[config.mk]
export PLATFORM = sky130hd
export DESIGN_NAME = fp_mul_seq
export DESIGN_NICKNAME = d
export VERILOG_FILES = /design/src/rtl/fp_mul_seq.sv
export SDC_FILE = /design/constraint.sdc
export NUM_CORES = 1
export LEC_CHECK = 0
export ABC_AREA = 1
export BUFFER_PORTS_ARGS = -buffer_cell sky130_fd_sc_hd__buf_2
export CAP_MARGIN = 20
export CORE_MARGIN = 3
export CORE_UTILIZATION = 55
export CTS_CLUSTER_SIZE = 10
export DETAILED_ROUTE_END_ITERATION = 12
export PLACE_DENSITY = 0.8
export SKIP_CTS_REPAIR_TIMING = 1
export SLEW_MARGIN = 40
export SYNTH_ARGS = -nofsm -noshare
export SYNTH_HDL_FRONTEND = slang
export SYNTH_SLANG_ARGS = --single-unit
[constraint.sdc]
create_clock -name clock -period 3.4 [get_ports clock]
set_input_delay 0.68 -clock clock [delete_from_list [all_inputs] [get_ports clock]]
set_output_delay 0.68 -clock clock [all_outputs]
set_load 0.02 [all_outputs]
[src/rtl/fp_mul_seq.sv]
`default_nettype none
// ============================================================================
// Module   : fp_mul_seq
// Brief    : Multi-cycle IEEE-754 multiplier, shift-add datapath, RNE, FTZ.
// Revision : 1.0 - initial release
// ============================================================================
module fp_mul_seq #(
    parameter int EXPONENT_BITS = 8,
    parameter int FRACTION_BITS = 23
) (
    input  logic                                   clock,
    input  logic                                   reset,
    input  logic                                   in_valid,
    output logic                                   in_ready,
    input  logic [EXPONENT_BITS+FRACTION_BITS:0]   a,
    input  logic [EXPONENT_BITS+FRACTION_BITS:0]   b,
    output logic                                   out_valid,
    input  logic                                   out_ready,
    output logic [EXPONENT_BITS+FRACTION_BITS:0]   result,
    output logic [3:0]                             flags
);

    localparam int W  = 1 + EXPONENT_BITS + FRACTION_BITS;
    localparam int S  = FRACTION_BITS + 1;
    localparam int PW = 2 * S;
    localparam int EW = EXPONENT_BITS + 2;
    localparam int CW = $clog2(FRACTION_BITS + 1);

    localparam logic signed [EW-1:0] c_BIAS     = EW'((1 << (EXPONENT_BITS - 1)) - 1);
    localparam logic signed [EW-1:0] c_EXP_MAX  = EW'((1 << EXPONENT_BITS) - 1);
    localparam logic signed [EW-1:0] c_EXP_ZERO = '0;
    localparam logic signed [EW-1:0] c_EXP_ONE  = EW'(1);
    localparam logic [W-1:0]         c_QNAN     = {1'b0, {EXPONENT_BITS{1'b1}}, 1'b1, {(FRACTION_BITS-1){1'b0}}};

    typedef enum logic [2:0] {
        S_IDLE  = 3'd0,
        S_CHECK = 3'd1,
        S_MULT  = 3'd2,
        S_NORM  = 3'd3,
        S_ROUND = 3'd4,
        S_DONE  = 3'd5
    } state_t;

    state_t                 r_state;
    logic                   r_in_ready;
    logic                   r_out_valid;
    logic [W-1:0]           r_result;
    logic [3:0]             r_flags;
    logic [W-1:0]           r_a;
    logic [W-1:0]           r_b;
    logic                   r_sign;
    logic signed [EW-1:0]   r_exp;
    logic [S-1:0]           r_ma;
    logic [PW-1:0]          r_prod;
    logic [CW-1:0]          r_cnt;
    logic [S-1:0]           r_sig;
    logic                   r_guard;
    logic                   r_sticky;

    // Operand classification
    logic [EXPONENT_BITS-1:0] w_ea, w_eb;
    logic [FRACTION_BITS-1:0] w_fa, w_fb;
    logic w_a_nan, w_b_nan, w_a_inf, w_b_inf, w_a_zero, w_b_zero, w_sign;
    logic signed [EW-1:0] w_exp_sum;

    assign w_ea      = r_a[W-2:FRACTION_BITS];
    assign w_eb      = r_b[W-2:FRACTION_BITS];
    assign w_fa      = r_a[FRACTION_BITS-1:0];
    assign w_fb      = r_b[FRACTION_BITS-1:0];
    assign w_a_nan   = (&w_ea) && (|w_fa);
    assign w_b_nan   = (&w_eb) && (|w_fb);
    assign w_a_inf   = (&w_ea) && !(|w_fa);
    assign w_b_inf   = (&w_eb) && !(|w_fb);
    assign w_a_zero  = !(|w_ea);
    assign w_b_zero  = !(|w_eb);
    assign w_sign    = r_a[W-1] ^ r_b[W-1];
    assign w_exp_sum = $signed({2'b00, w_ea}) + $signed({2'b00, w_eb}) - c_BIAS;

    // One shift-add step: multiplier sits in the low half and is consumed LSB first
    logic [S:0] w_add;
    assign w_add = {1'b0, r_prod[PW-1:S]} + (r_prod[0] ? {1'b0, r_ma} : {(S+1){1'b0}});

    // Rounding
    logic                 w_round_up;
    logic [S:0]           w_sum;
    logic [FRACTION_BITS-1:0] w_frac_rnd;
    logic signed [EW-1:0] w_exp_rnd;

    assign w_round_up = r_guard && (r_sticky || r_sig[0]);
    assign w_sum      = {1'b0, r_sig} + {{S{1'b0}}, w_round_up};
    assign w_frac_rnd = w_sum[S] ? w_sum[FRACTION_BITS:1] : w_sum[FRACTION_BITS-1:0];
    assign w_exp_rnd  = r_exp + $signed({{(EW-1){1'b0}}, w_sum[S]});

    always_ff @(posedge clock) begin
        if (reset) begin
            r_state     <= S_IDLE;
            r_in_ready  <= 1'b1;
            r_out_valid <= 1'b0;
            r_result    <= '0;
            r_flags     <= '0;
            r_a         <= '0;
            r_b         <= '0;
            r_sign      <= 1'b0;
            r_exp       <= '0;
            r_ma        <= '0;
            r_prod      <= '0;
            r_cnt       <= '0;
            r_sig       <= '0;
            r_guard     <= 1'b0;
            r_sticky    <= 1'b0;
        end else begin
            case (r_state)
                S_IDLE: begin
                    if (in_valid) begin
                        r_a        <= a;
                        r_b        <= b;
                        r_in_ready <= 1'b0;
                        r_state    <= S_CHECK;
                    end
                end
                S_CHECK: begin
                    r_sign <= w_sign;
                    if (w_a_nan || w_b_nan) begin
                        r_result    <= c_QNAN;
                        r_flags     <= 4'b0000;
                        r_out_valid <= 1'b1;
                        r_state     <= S_DONE;
                    end else if ((w_a_inf && w_b_zero) || (w_a_zero && w_b_inf)) begin
                        r_result    <= c_QNAN;
                        r_flags     <= 4'b1000;
                        r_out_valid <= 1'b1;
                        r_state     <= S_DONE;
                    end else if (w_a_inf || w_b_inf) begin
                        r_result    <= {w_sign, {EXPONENT_BITS{1'b1}}, {FRACTION_BITS{1'b0}}};
                        r_flags     <= 4'b0000;
                        r_out_valid <= 1'b1;
                        r_state     <= S_DONE;
                    end else if (w_a_zero || w_b_zero) begin
                        r_result    <= {w_sign, {(W-1){1'b0}}};
                        r_flags     <= 4'b0000;
                        r_out_valid <= 1'b1;
                        r_state     <= S_DONE;
                    end else begin
                        r_exp   <= w_exp_sum;
                        r_ma    <= {1'b1, w_fa};
                        r_prod  <= {{S{1'b0}}, 1'b1, w_fb};
                        r_cnt   <= CW'(FRACTION_BITS);
                        r_state <= S_MULT;
                    end
                end
                S_MULT: begin
                    r_prod <= {w_add, r_prod[S-1:1]};
                    if (r_cnt == '0) begin
                        r_state <= S_NORM;
                    end else begin
                        r_cnt <= r_cnt - 1'b1;
                    end
                end
                S_NORM: begin
                    if (r_prod[PW-1]) begin
                        r_sig    <= r_prod[PW-1:S];
                        r_guard  <= r_prod[S-1];
                        r_sticky <= |r_prod[S-2:0];
                        r_exp    <= r_exp + c_EXP_ONE;
                    end else begin
                        r_sig    <= r_prod[PW-2:S-1];
                        r_guard  <= r_prod[S-2];
                        r_sticky <= |r_prod[S-3:0];
                    end
                    r_state <= S_ROUND;
                end
                S_ROUND: begin
                    if (w_exp_rnd >= c_EXP_MAX) begin
                        r_result <= {r_sign, {EXPONENT_BITS{1'b1}}, {FRACTION_BITS{1'b0}}};
                        r_flags  <= 4'b0101;
                    end else if (w_exp_rnd <= c_EXP_ZERO) begin
                        r_result <= {r_sign, {(W-1){1'b0}}};
                        r_flags  <= 4'b0011;
                    end else begin
                        r_result <= {r_sign, w_exp_rnd[EXPONENT_BITS-1:0], w_frac_rnd};
                        r_flags  <= {3'b000, r_guard || r_sticky};
                    end
                    r_out_valid <= 1'b1;
                    r_state     <= S_DONE;
                end
                S_DONE: begin
                    if (out_ready) begin
                        r_out_valid <= 1'b0;
                        r_in_ready  <= 1'b1;
                        r_state     <= S_IDLE;
                    end
                end
                default: begin
                    r_state    <= S_IDLE;
                    r_in_ready <= 1'b1;
                end
            endcase
        end
    end

    assign in_ready  = r_in_ready;
    assign out_valid = r_out_valid;
    assign result    = r_result;
    assign flags     = r_flags;

endmodule
`default_nettype wire

# Yosys cells after proc, flatten, opt, wreduce, memory -nomap -nowiden

Index checks and enable logic that the tools add are counted.

Add/sub/neg operators: 7
Order comparisons: 2
Eq/ne operators: 15
Multiplexer cells: 53
Bitwise operators: 6
Reductions and logical operators: 41

Operator list:

| kind                  | number |
|---|---|
| $mux 48               | 4 |
| $mux 32               | 4 |
| $pmux 48 s2           | 1 |
| $reduce_or 23->1      | 3 |
| $pmux 32 s2           | 1 |
| $mux 31               | 2 |
| $mux 10               | 5 |
| $mux 24               | 2 |
| $add 24x1->25         | 1 |
| $add 24x24->25        | 1 |
| $mux 5                | 5 |
| $mux 3                | 8 |
| $mux 23               | 1 |
| $reduce_or 22->1      | 1 |
| $pmux 10 s2           | 1 |
| $ne 2x2->1 const B    | 9 |
| $pmux 3 s6            | 1 |
| $mux 4                | 4 |
| $reduce_and 8->1      | 2 |
| $reduce_or 8->1       | 2 |
| $reduce_and 6->1      | 2 |
| $add 10x2->10         | 1 |
| $add 10x2->10 const B | 1 |
| $ge 10x9->1 const B   | 1 |
| 26 further kinds      | 61 |

Flip-flop bits (word level): 219
Output and inout bits: 38

# Longest topological paths before layout

Gate-level depths: netlist of the first run.

Word-level depth: 8
Gate-level depth with buffers: 24

# Least setup slack after synthesis of the first run

No wires, ideal clock.

Kind: register -> register
From: register r_sig[0]
To: register r_result[8] (netlist: result[8])
Library setup time: 132 ps
Arrival time: 3122 ps
Required time: 3268 ps
Path slack: 146 ps
Cell stages (with the launch flop): 22
Buffers on the path: 1
Period minus slack after synthesis: 3254 ps
Cells stage by stage: dfxtp_1 o21a_1 ha_1 ha_1 nand2_1 nor2_1 nand4_1 nor3_1 nand3_1 nor4_1 ha_1 ha_1 or2_2 nor2_1 nand3_1 nor2_2 nand2_4 nand2_4 buf_6 nor2_1 nand3_1 a21oi_1

Word-level cells in the longest chain between the ends: 8
Elaborated cells between the ends (all ways): 10
Those cells by class: add/sub: 2; order compare: 2; mux: 4; reduce/logical: 2

Ends and longest elaborated chain:

| element                | RTL line | RTL |
|---|---|---|
| start, declared        | 56       | `logic [S-1:0] r_sig;` |
| start signal, assigned | 161      | `r_sig <= r_prod[PW-1:S];` |
| start signal, assigned | 166      | `r_sig <= r_prod[PW-2:S-1];` |
| $logic_or 1x1->1       | 89       | `assign w_round_up = r_guard && (r_sticky \|\| r_sig[0]);` |
| $logic_and 1x1->1      | 89       |  |
| $add 24x1->25 (*)      | 90       | `assign w_sum = {1'b0, r_sig} + {{S{1'b0}}, w_round_up};` |
| $add 10x2->10          | 92       | `assign w_exp_rnd = r_exp + $signed({{(EW-1){1'b0}}, w_sum[S]});` |
| $le 10x1->1            | 176      | `end else if (w_exp_rnd <= c_EXP_ZERO) begin` |
| $mux 31                | 176      |  |
| $mux 31 (*)            | 173      | `if (w_exp_rnd >= c_EXP_MAX) begin` |
| $pmux 32 s2 (*)        | 112      | `case (r_state)` |
| end signal, assigned   | 174      | `r_result <= {r_sign, {EXPONENT_BITS{1'b1}}, {FRACTION_BITS{1'b0}}};` |
| end signal, assigned   | 177      | `r_result <= {r_sign, {(W-1){1'b0}}};` |
| end signal, assigned   | 180      | `r_result <= {r_sign, w_exp_rnd[EXPONENT_BITS-1:0], w_frac_rnd};` |
| end, declared          | 47       | `logic [W-1:0] r_result;` |

Every way passes the cells marked *; elsewhere a longest branch is shown, timed or not.
A chain may end at the register's enable or synchronous reset.

# Worst setup path after layout of the first run

From: register r_sticky
To: register r_result[27] (netlist: result[27])

Word-level cells in the longest chain between the ends: 8
Elaborated cells between the ends (all ways): 9
Those cells by class: add/sub: 2; order compare: 2; mux: 3; reduce/logical: 2

Ends and longest elaborated chain:

| element                | RTL line | RTL |
|---|---|---|
| start, declared        | 58       | `logic r_sticky;` |
| start signal, assigned | 163      | `r_sticky <= \|r_prod[S-2:0];` |
| start signal, assigned | 168      | `r_sticky <= \|r_prod[S-3:0];` |
| $logic_or 1x1->1 (*)   | 89       |  |
| $logic_and 1x1->1 (*)  | 89       |  |
| $add 24x1->25 (*)      | 90       |  |
| $add 10x2->10 (*)      | 92       |  |
| $le 10x1->1            | 176      |  |
| $mux 31                | 176      |  |
| $mux 31 (*)            | 173      |  |
| $pmux 32 s2 (*)        | 112      |  |

Marked as above.

==> flow_summary.ini, run 1 <==
[run_status]
status = finished, final reports clean

[clock_tree]
cts-root-buf = clkbuf_16
clockBufferDepth = 3
cts.clk_slew.worst_paths_ns = 0.06
htreeDepth = 1
clkSinkCount = 219
insertion_delay_ns = 0.54
cts_made_buffers = 26
cts_tree = yes

[placement]
place_hpwl_mm = 25.1
gp_congestion = 0.966
placed_cells_incl_taps = 2297
dpl_cell_area_um2 = 13500
io_buffers = 105

[cells_and_area]
nNetsFinal = 2164
utilization = 0.646
nFillCells = 2051
areaGrowthSynthToFinish_pct = 13.5
layout.cells.non_filler = 2334
stdcell_area_um2 = 14400
num_antenna_cells = 0
final_common_cell = nand2_1
final_cell_mix = nand2_1 (580), dfxtp_1 (216), a21oi_1 (193)
drive_above_1_share = 0.131

[floorplanning]
design.core.area_um2 = 22200
die-area_um2 = 24900
num_rows = 54
ios = 106
die_h_um = 158
initial_utilization = 0.569
die_w_um = 158

[power]
clkPwrFrac = 0.236
p_leak_nw = 6.28
p_comb_frac = 0.429
p_switching_mw = 4.35
power.internal_mw = 5.98
p_per_area_nw_per_um2 = 719
power_frac_seq = 0.334
power_mw = 10.3
swShare = 0.421
ir_drop_uv = 477

[timing]
setup_viol = 0
drv_slew = 0
rsz0062_at_grt = yes
fin_crit_sh = 0.962
relSlewSlack = 0.583
fin_worst_skew_ns = 0.0235
fmax_mhz = 306
hold_violations = 0
period_minus_slack_ns = 3.27
tightest_slew_ns = 0.624

[synthesis]
synth_cells = 1961
syn_area_um2 = 12700
ys_seq_area_frac = 0.347
synth.avg_cell_area_um2 = 6.45
synthArstFlopShare = 0
synth_top_area_frac = 0.347
synth_nets = 2077
yosys.area.top_type = dfxtp_1
synth_ff_type = dfxtp_1
ys_seq_elements = 219
yosysUniqueCellTypes = 47
synth_edf_count = 0
yosys_warnings = 0
synth.area.top_cells = dfxtp_1 (35%), nand2_1 (17%), a21oi_1 (7.8%)

[job]
maxCapViolations = 0

[grt]
grt_pass1_vias = 12000
grt_pass1_wl_mm = 57.2
grt_overflow = 0
antenna_found_initial = 0
grt_usage = 0.274
grt_max_degree = 57

[detailed_routing]
routedWlPerCell_um = 14.8
route.detailed.drc = 0
drt_iter0_drc = 1210
routed_wirelength_mm = 34.6
viasPerCell = 5.56
vias = 13000
ant_nets = 0
dr.pass1.iters = 6

[hold_path]
worstHoldStart = b[31]
hold_class = in -> reg
whs_endpoint = r_b[31]
worstHoldPathCells = 3

[worst_setup_path]
rrSetupSlack_ns = 0.13
worstPathMaxFanout = 6
cp_data_arrival_time_ns = 3.66
r2r_end = result[27]
cp_slowest_cell = dfxtp_2
cp-end-kind = flop
path_cells = o21a_1 -> ha_4 -> ha_4 -> nand2_2 -> nor2_2 -> nand4_1 -> nor3_2 -> nand3_1 -> nor4_1 -> buf_4 -> ha_4 -> ha_4 -> nand2_2 -> nor2_4 -> nand2_1 -> nand2_2 -> nand3_1 -> nor2_2 -> nand2_4 -> buf_6 -> nand3_1 -> nand3_1 -> nand2_1 -> a21oi_2
reg2reg_depth = 24
worstPathRequired_ns = 3.79
critPathLaunchType = flop
crit_type = reg -> reg
cpPeakStageDelay_ns = 0.34
r2r-start = r_sticky
==> area by class of cell <==
cell class / instances / area [um2] / share of cell area
clock inverters: 2 / 21.3 / 0.00148
repair buffers: 150 / 907 / 0.0632
well taps: 280 / 350 / 0.0244
inverters: 173 / 654 / 0.0456
clock buffers: 32 / 693 / 0.0483
multi-input cells: 1478 / 7350 / 0.512
flip-flops and latches: 219 / 4390 / 0.306
==> how the worst max path moves through the flow <==
| stage | start | to | slack [ns] | cells past startpoint |
|---|---|---|---|---|
| 2_1_floorplan | r_sig[0] | result[8] | 0.15 | 21 |
| 3_3_place_gp | r_sticky | result[3] | 0.11 | 22 |
| 3_5_place_dp | r_sticky | result[24] | 0.03 | 23 |
| 4_1_cts | r_sticky | result[27] | -0.04 | 23 |
| 5_1_grt | r_sticky | result[27] | -0.09 | 24 |
| 6_report | r_sticky | result[27] | 0.13 | 24 |
==> Yosys cell counts, drive strengths merged (3+ instances only) <==
master,number
or2,16
o21bai,5
buf,41
clkbuf,52
o211ai,3
nand3b,5
nand4,39
nor2,205
nor4,4
nor3,17
o21ai,129
nand3,151
dfxtp,219
clkinv,3
a31oi,26
xor2,6
xnor2,11
a21oi,199
inv,170
ha,46
nand2,601
==> metrics by stage <==
stage / setup WS [ns] / setup TNS (ns) / hold slack [ns]
after global routing: -0.0911 / -0.189 / 0.381
after global placement: 0.110 / 0 / 0.438
after floorplan: 0.146 / 0 / 0.430
after CTS: -0.0431 / -0.221 / 0.370
final: 0.128 / 0 / 0.385
after detailed placement: 0.0274 / 0 / 0.454
==> sequential cells by signal, summed over array words and instances (netlist names), 3 cells and up <==
register,flops
result,32
r_sig,24
r_a,32
r_ma,24
flags,4
r_cnt,5
r_state,3
r_prod,48
r_exp,10
r_b,32
==> metal layers <==
metal | wire length (um) | part of all wire | track usage | vias up
met3 | 1940 | 0.056 | 0.0364 | 83
met5 | 0 | 0 | 0 | -
met4 | 1020 | 0.030 | 0.0835 | 0
li1 | - | - | - | 6583
met2 | 16400 | 0.47 | 0.462 | 382
met1 | 15300 | 0.44 | 0.366 | 5924
==> logic make-up (layout without fill, tap and decap cells) <==
| logic type | Yosys count | count (layout) | share of synthesized area |
|---|---|---|---|
| AOI/OAI and AO/OA | 371 | 371 | 0.153 |
| and+or+nand+nor | 1040 | 1042 | 0.351 |
| buffers and inverters | 266 | 357 | 0.0889 |
| xor gates and xnor gates | 17 | 17 | 0.0118 |
| adders and majority gates | 48 | 48 | 0.0487 |
| DFF | 219 | 219 | 0.347 |
==> power by group through the flow <==
stage	clock network, mW	logic, mW	registers (mW)
3_5_place_dp	0	4.21	3.48
6_report	2.44	4.44	3.46
2_1_floorplan	0	3.23	3.42
4_1_cts	2.47	4.25	3.43
5_1_grt	2.57	4.99	3.51
3_3_place_gp	0	4.14	3.47
==> worst max-delay path, delay by kind of cell, from the launching register on <==
family | cells | cell delay (ns)
AO/OA/AOI/OAI | 2 | 0.24
AND/OR/NAND/NOR | 16 | 1.67
buffers and inverters | 2 | 0.32
flip-flops | 1 | 0.34
adder cells (fa/ha/maj) | 4 | 0.55
Power figures use the tool's default switching activity.
==> run 2, diff against run 1 <==
--- a/config.mk
+++ b/config.mk
@@ -12,7 +12,8 @@
 export CORE_UTILIZATION = 55
 export CTS_CLUSTER_SIZE = 10
 export DETAILED_ROUTE_END_ITERATION = 12
-export PLACE_DENSITY = 0.8
+export PLACE_DENSITY = 0.77
+export RECOVER_POWER = 25
 export SKIP_CTS_REPAIR_TIMING = 1
 export SLEW_MARGIN = 40
 export SYNTH_ARGS = -nofsm -noshare
==> run 2 against run 1 <==
Effect of this change:
- the flow now finishes with violations (capacitance limit, slew limit)
- cell count decreased by 0.17%
- design area down 0.36%
- non-clock buffer count shrank 3
==> flow_summary.ini, run 2 (synthesized netlist as in run 1, its figures left out) <==
[run_status]
status = finished, violations left
violations = capacitance limit, slew limit

[placement]
place_hpwl_mm = 25.0
gp_congestion = 0.985
post-place-ws_ns = 0.0102
placed_cells_incl_taps = 2290
dpl_cell_area_um2 = 13400
io_buffers = 105

[timing]
fin_worst_skew_ns = 0.0105
drv_slew = 89
relSlewSlack = -0.0189
period_minus_slack_ns = 3.37
tightest_slew_ns = 1.53
tns_ns = 0
rsz0062_at_grt = yes
timing.hold.ws_ns = 0.393
setup_viol = 0
fmax_mhz = 297
hold_violations = 0
finalWorstSetupSlack_ns = 0.0292
fin_crit_sh = 0.991

[detailed_routing]
route.detailed.drc = 0
routedWlPerCell_um = 14.6
ant_nets = 0
drt_iter0_drc = 1048
vias = 12900
viasPerCell = 5.52
dr.pass1.iters = 8
routed_wirelength_mm = 33.9

[power]
p_leak_nw = 6.12
power_mw = 10.5
p_per_area_nw_per_um2 = 737
ir_drop_uv = 542

[worst_setup_path]
cp-startpoint = r_sig[0]
crit_type = reg -> reg
r2r-start = r_sig[0]
critPathLaunchType = flop
cp-end-kind = flop
cp_data_arrival_time_ns = 3.77
worstPathMaxFanout = 6
worstPathRequired_ns = 3.80

[clock_tree]
clockBufferDepth = 3
insertion_delay_ns = 0.53
cts_tree = yes
cts-root-buf = clkbuf_16
htreeDepth = 1
cts.clk_slew.worst_paths_ns = 0.06
cts_made_buffers = 26
clkSinkCount = 219

[floorplanning]
num_rows = 54
die-area_um2 = 24900
die_w_um = 158
ios = 106
initial_utilization = 0.569
design.core.area_um2 = 22200
die_h_um = 158

[grt]
grt_pass1_vias = 11600
antenna_found_initial = 0
grt_overflow = 0
grt_pass1_wl_mm = 55.6
grt_usage = 0.265
grt_max_degree = 89

[cells_and_area]
areaGrowthSynthToFinish_pct = 13.1
drive_above_1_share = 0.112
largest_register = r_prod
nNetsFinal = 2159
regArea_um2 = 4390
utilization = 0.644
nFillCells = 2111
largest_reg_flops = 48
stdcell_area_um2 = 14300
final_cell_mix = nand2_1 (579), dfxtp_1 (216), a21oi_1 (192)
num_antenna_cells = 0
multi_input_area_um2 = 7350
layout.cells.non_filler = 2330
final_common_cell = nand2_1

[job]
maxCapViolations = 1

[hold_path]
worstHoldStart = a[31]
hold_class = in -> reg
-- run 2: cell count changes in the layout (fill, tap and decap cells not counted), moves of 2 or more --
cell,delta
clkbuf_1,+41
inv_1,+3
clkbuf_2,+2
buf_2,-38
ha_2,+2
inv_2,-3
clkbuf_16,+2
nand2_4,-3
ha_4,-2
nand2_2,+2
buf_4,-7
nor2_1,-4
nor2_4,+5
-- run 2: layer usage --
layer | up-vias | global-route usage | share of wire
li1 | 6576 | - | -
met1 | 5874 | 0.363 | 0.46
met2 | 349 | 0.446 | 0.46
met3 | 68 | 0.0312 | 0.057
met4 | 0 | 0.0702 | 0.021
met5 | - | 0 | 0
-- run 2: final cells by class --
class                           count  area share
Multi-Input combinational cell   1476       0.513
Sequential cell                   219       0.307
Timing Repair Buffer              147      0.0589
Clock buffer                       34      0.0497
Inverter                          173      0.0457
Tap cell                          280      0.0245
Clock inverter                      1     0.00114
-- run 2: power by group --
part | total (mW) | switching [mW] | internal, mW
combinational | 4.64 | 2.96 | 1.68
clock | 2.45 | 1.01 | 1.43
sequential | 3.46 | 0.403 | 3.06
total | 10.5 | 4.37 | 6.17
-- run 2: final timing paths --
path / cells after the start / slack (ns) / end
worst max-delay path: 23 / 0.03 / result[26]
worst min register to register: 2 / 0.45 / out_valid
worst min-delay path: 3 / 0.39 / r_a[31]
worst max register to register: 23 / 0.03 / result[26]
-- run 2: worst max-delay path, cell delays in order, from the launching register on --
cell and delay (ns):
dfxtp_2 0.33, o21a_1 0.13, ha_2 0.20, ha_4 0.14, nand2_2 0.06, nor2_2 0.13
nand4_1 0.10, nor3_2 0.17, nand3_1 0.10, nor4_2 0.28, ha_2 0.26, ha_4 0.16
nand2_4 0.06, nor2_4 0.17, nand2_2 0.07, nand2_2 0.10, nand3_2 0.10, nor2_4 0.14
nand2_4 0.08, buf_4 0.16, nand3_1 0.07, nand3_1 0.08, nand2_1 0.08, a21oi_1 0.07
==> run 3, diff against run 2 <==
--- a/config.mk
+++ b/config.mk
@@ -14,6 +14,7 @@
 export DETAILED_ROUTE_END_ITERATION = 12
 export PLACE_DENSITY = 0.77
 export RECOVER_POWER = 25
+export SETUP_SLACK_MARGIN = 0.15
 export SKIP_CTS_REPAIR_TIMING = 1
 export SLEW_MARGIN = 40
 export SYNTH_ARGS = -nofsm -noshare
==> run 3 against run 2 <==
Effect of this change:
- the run ends with setup timing left
- critical endpoint is now result[25]
- maximum frequency is 1.1% lower
- highest routed layer unchanged
- design area is 0.88% higher
- total power increased by 0.36%
- largest power group unchanged
- die area unchanged
- core utilization increased by 0.57 points
- register-to-register slack worse by 0.04 ns
- critical path type unchanged
- non-clock buffer count down 2
==> flow_summary.ini, run 3 (synthesized netlist as in run 1, its figures left out) <==
[detailed_routing]
viasPerCell = 5.48
dr.pass1.iters = 6
routed_wirelength_mm = 34.7
vias = 12800
drt_iter0_drc = 878
routedWlPerCell_um = 14.9
route.detailed.drc = 0
ant_nets = 0

[clock_tree]
cts.clk_slew.worst_paths_ns = 0.05
cts_tree = yes
cts_made_buffers = 27
cts-root-buf = clkbuf_16
clkSinkCount = 219
clockBufferDepth = 3
insertion_delay_ns = 0.56
htreeDepth = 1

[power]
power_frac_seq = 0.326
swShare = 0.419
clkPwrFrac = 0.246
p_comb_frac = 0.427
ir_drop_uv = 595
p_per_area_nw_per_um2 = 733
power.internal_mw = 6.15
p_switching_mw = 4.43
p_leak_nw = 6.13

[timing]
timing.hold.ws_ns = 0.374
fmax_mhz = 293
tightest_slew_ns = 1.20
fin_worst_skew_ns = 0.0305
setup_viol = 2
hold_violations = 0
rsz0062_at_grt = yes
finalWorstSetupSlack_ns = -0.00919
drv_slew = 0
period_minus_slack_ns = 3.41
tns_ns = -0.00935
fin_crit_sh = 1.00
relSlewSlack = 0.201

[cells_and_area]
layout.cells.non_filler = 2334
stdcell_area_um2 = 14400
largest_reg_flops = 48
num_antenna_cells = 0
drive_above_1_share = 0.120
nNetsFinal = 2160
largest_register = r_prod
nFillCells = 2082
final_cell_mix = nand2_1 (578), dfxtp_1 (216), a21oi_1 (190)
areaGrowthSynthToFinish_pct = 14.1
utilization = 0.649
final_common_cell = nand2_1

[job]
maxCapViolations = 0

[worst_setup_path]
cp_data_arrival_time_ns = 3.84
cp-end-kind = flop
cp_slowest_cell = dfxtp_2
critPathLaunchType = flop
path_cells = o21a_1 -> ha_4 -> ha_4 -> nand2_2 -> nor2_2 -> nand4_1 -> nor3_2 -> nand3_1 -> nor4_2 -> ha_2 -> buf_4 -> nand3_2 -> nor2_1 -> nand2_1 -> nand2_1 -> nand2_2 -> nor2_2 -> nand2_4 -> buf_4 -> nand3_1 -> nand3_1 -> nand2_1 -> a21oi_2
cpLargestDelayFamily = simple AND/OR/NAND/NOR gates
cpPeakStageDelay_ns = 0.33
crit_type = reg -> reg
worstPathRequired_ns = 3.83
worstPathMaxFanout = 6
crit_buf_inv = 2

[floorplanning]
design.core.area_um2 = 22200
die-area_um2 = 24900
die_w_um = 158
ios = 106
num_rows = 54
die_h_um = 158
initial_utilization = 0.569

[grt]
antenna_found_initial = 0
grt_overflow = 0
grt_usage = 0.267
grt_pass1_vias = 11600
grt_pass1_wl_mm = 55.8
grt_max_degree = 89

[run_status]
status = finished, violations left
violations = setup timing

[placement]
dpl_cell_area_um2 = 13400
gp_congestion = 0.943
io_buffers = 105
placed_cells_incl_taps = 2288
place_hpwl_mm = 25.2

[hold_path]
hold_class = in -> reg
-- run 3: cell types whose count changed in the layout (fill, tap and decap cells not counted), moves of 3 or more --
cell,before,now
inv_1,163,159
nor2_2,10,14
inv_2,7,11
nand3_1,147,144
-- run 3: routing by layer --
layer / global-route usage / wire [um]
met4: 0.0744 / 870
met2: 0.458 / 16300
met3: 0.0290 / 1690
met1: 0.359 / 15800
met5: 0 / 0
-- run 3: layout make-up --
class	instances	area, um2	area share
clock buffer	37	753	0.0522
clock inverter	2	28.8	0.00199
inverter	173	654	0.0453
multi-input combinational	1478	7420	0.514
sequential	219	4390	0.304
tap	280	350	0.0243
timing repair buffer	145	843	0.0584
-- run 3: power by group through the flow --
stage / clock network, mW / registers [mW] / logic [mW]
finish: 2.61 / 3.45 / 4.52
global route: 2.75 / 3.52 / 5.08
CTS: 2.64 / 3.43 / 4.17
detailed placement: 0 / 3.48 / 4.14
global placement: 0 / 3.47 / 4.08
floorplan: 0 / 3.42 / 3.23
-- run 3: final timing paths --
check,slack [ns],end,from,cells after the start
worst min-delay path,0.37,r_b[10],b[10],3
worst max register to register,-0.009,result[25],r_sig[0],23
worst max-delay path,-0.009,result[25],r_sig[0],23
worst min register to register,0.45,out_valid,out_valid,2
-- run 3: tightest hold or removal path, delay by kind of cell --
family | cells | cell delay (ns)
compound gates | 1 | 0.05
simple gates | 1 | 0.05
buf+inv | 1 | 0.09
-- run 3: through the flow --
stage          setup slack (ns)  power (mW)
2_1_floorplan             0.166        6.65
3_3_place_gp             0.0940        7.55
3_5_place_dp            -0.0316        7.62
4_1_cts                 -0.0601        10.2
5_1_grt                  -0.269        11.3
6_report               -0.00919        10.6
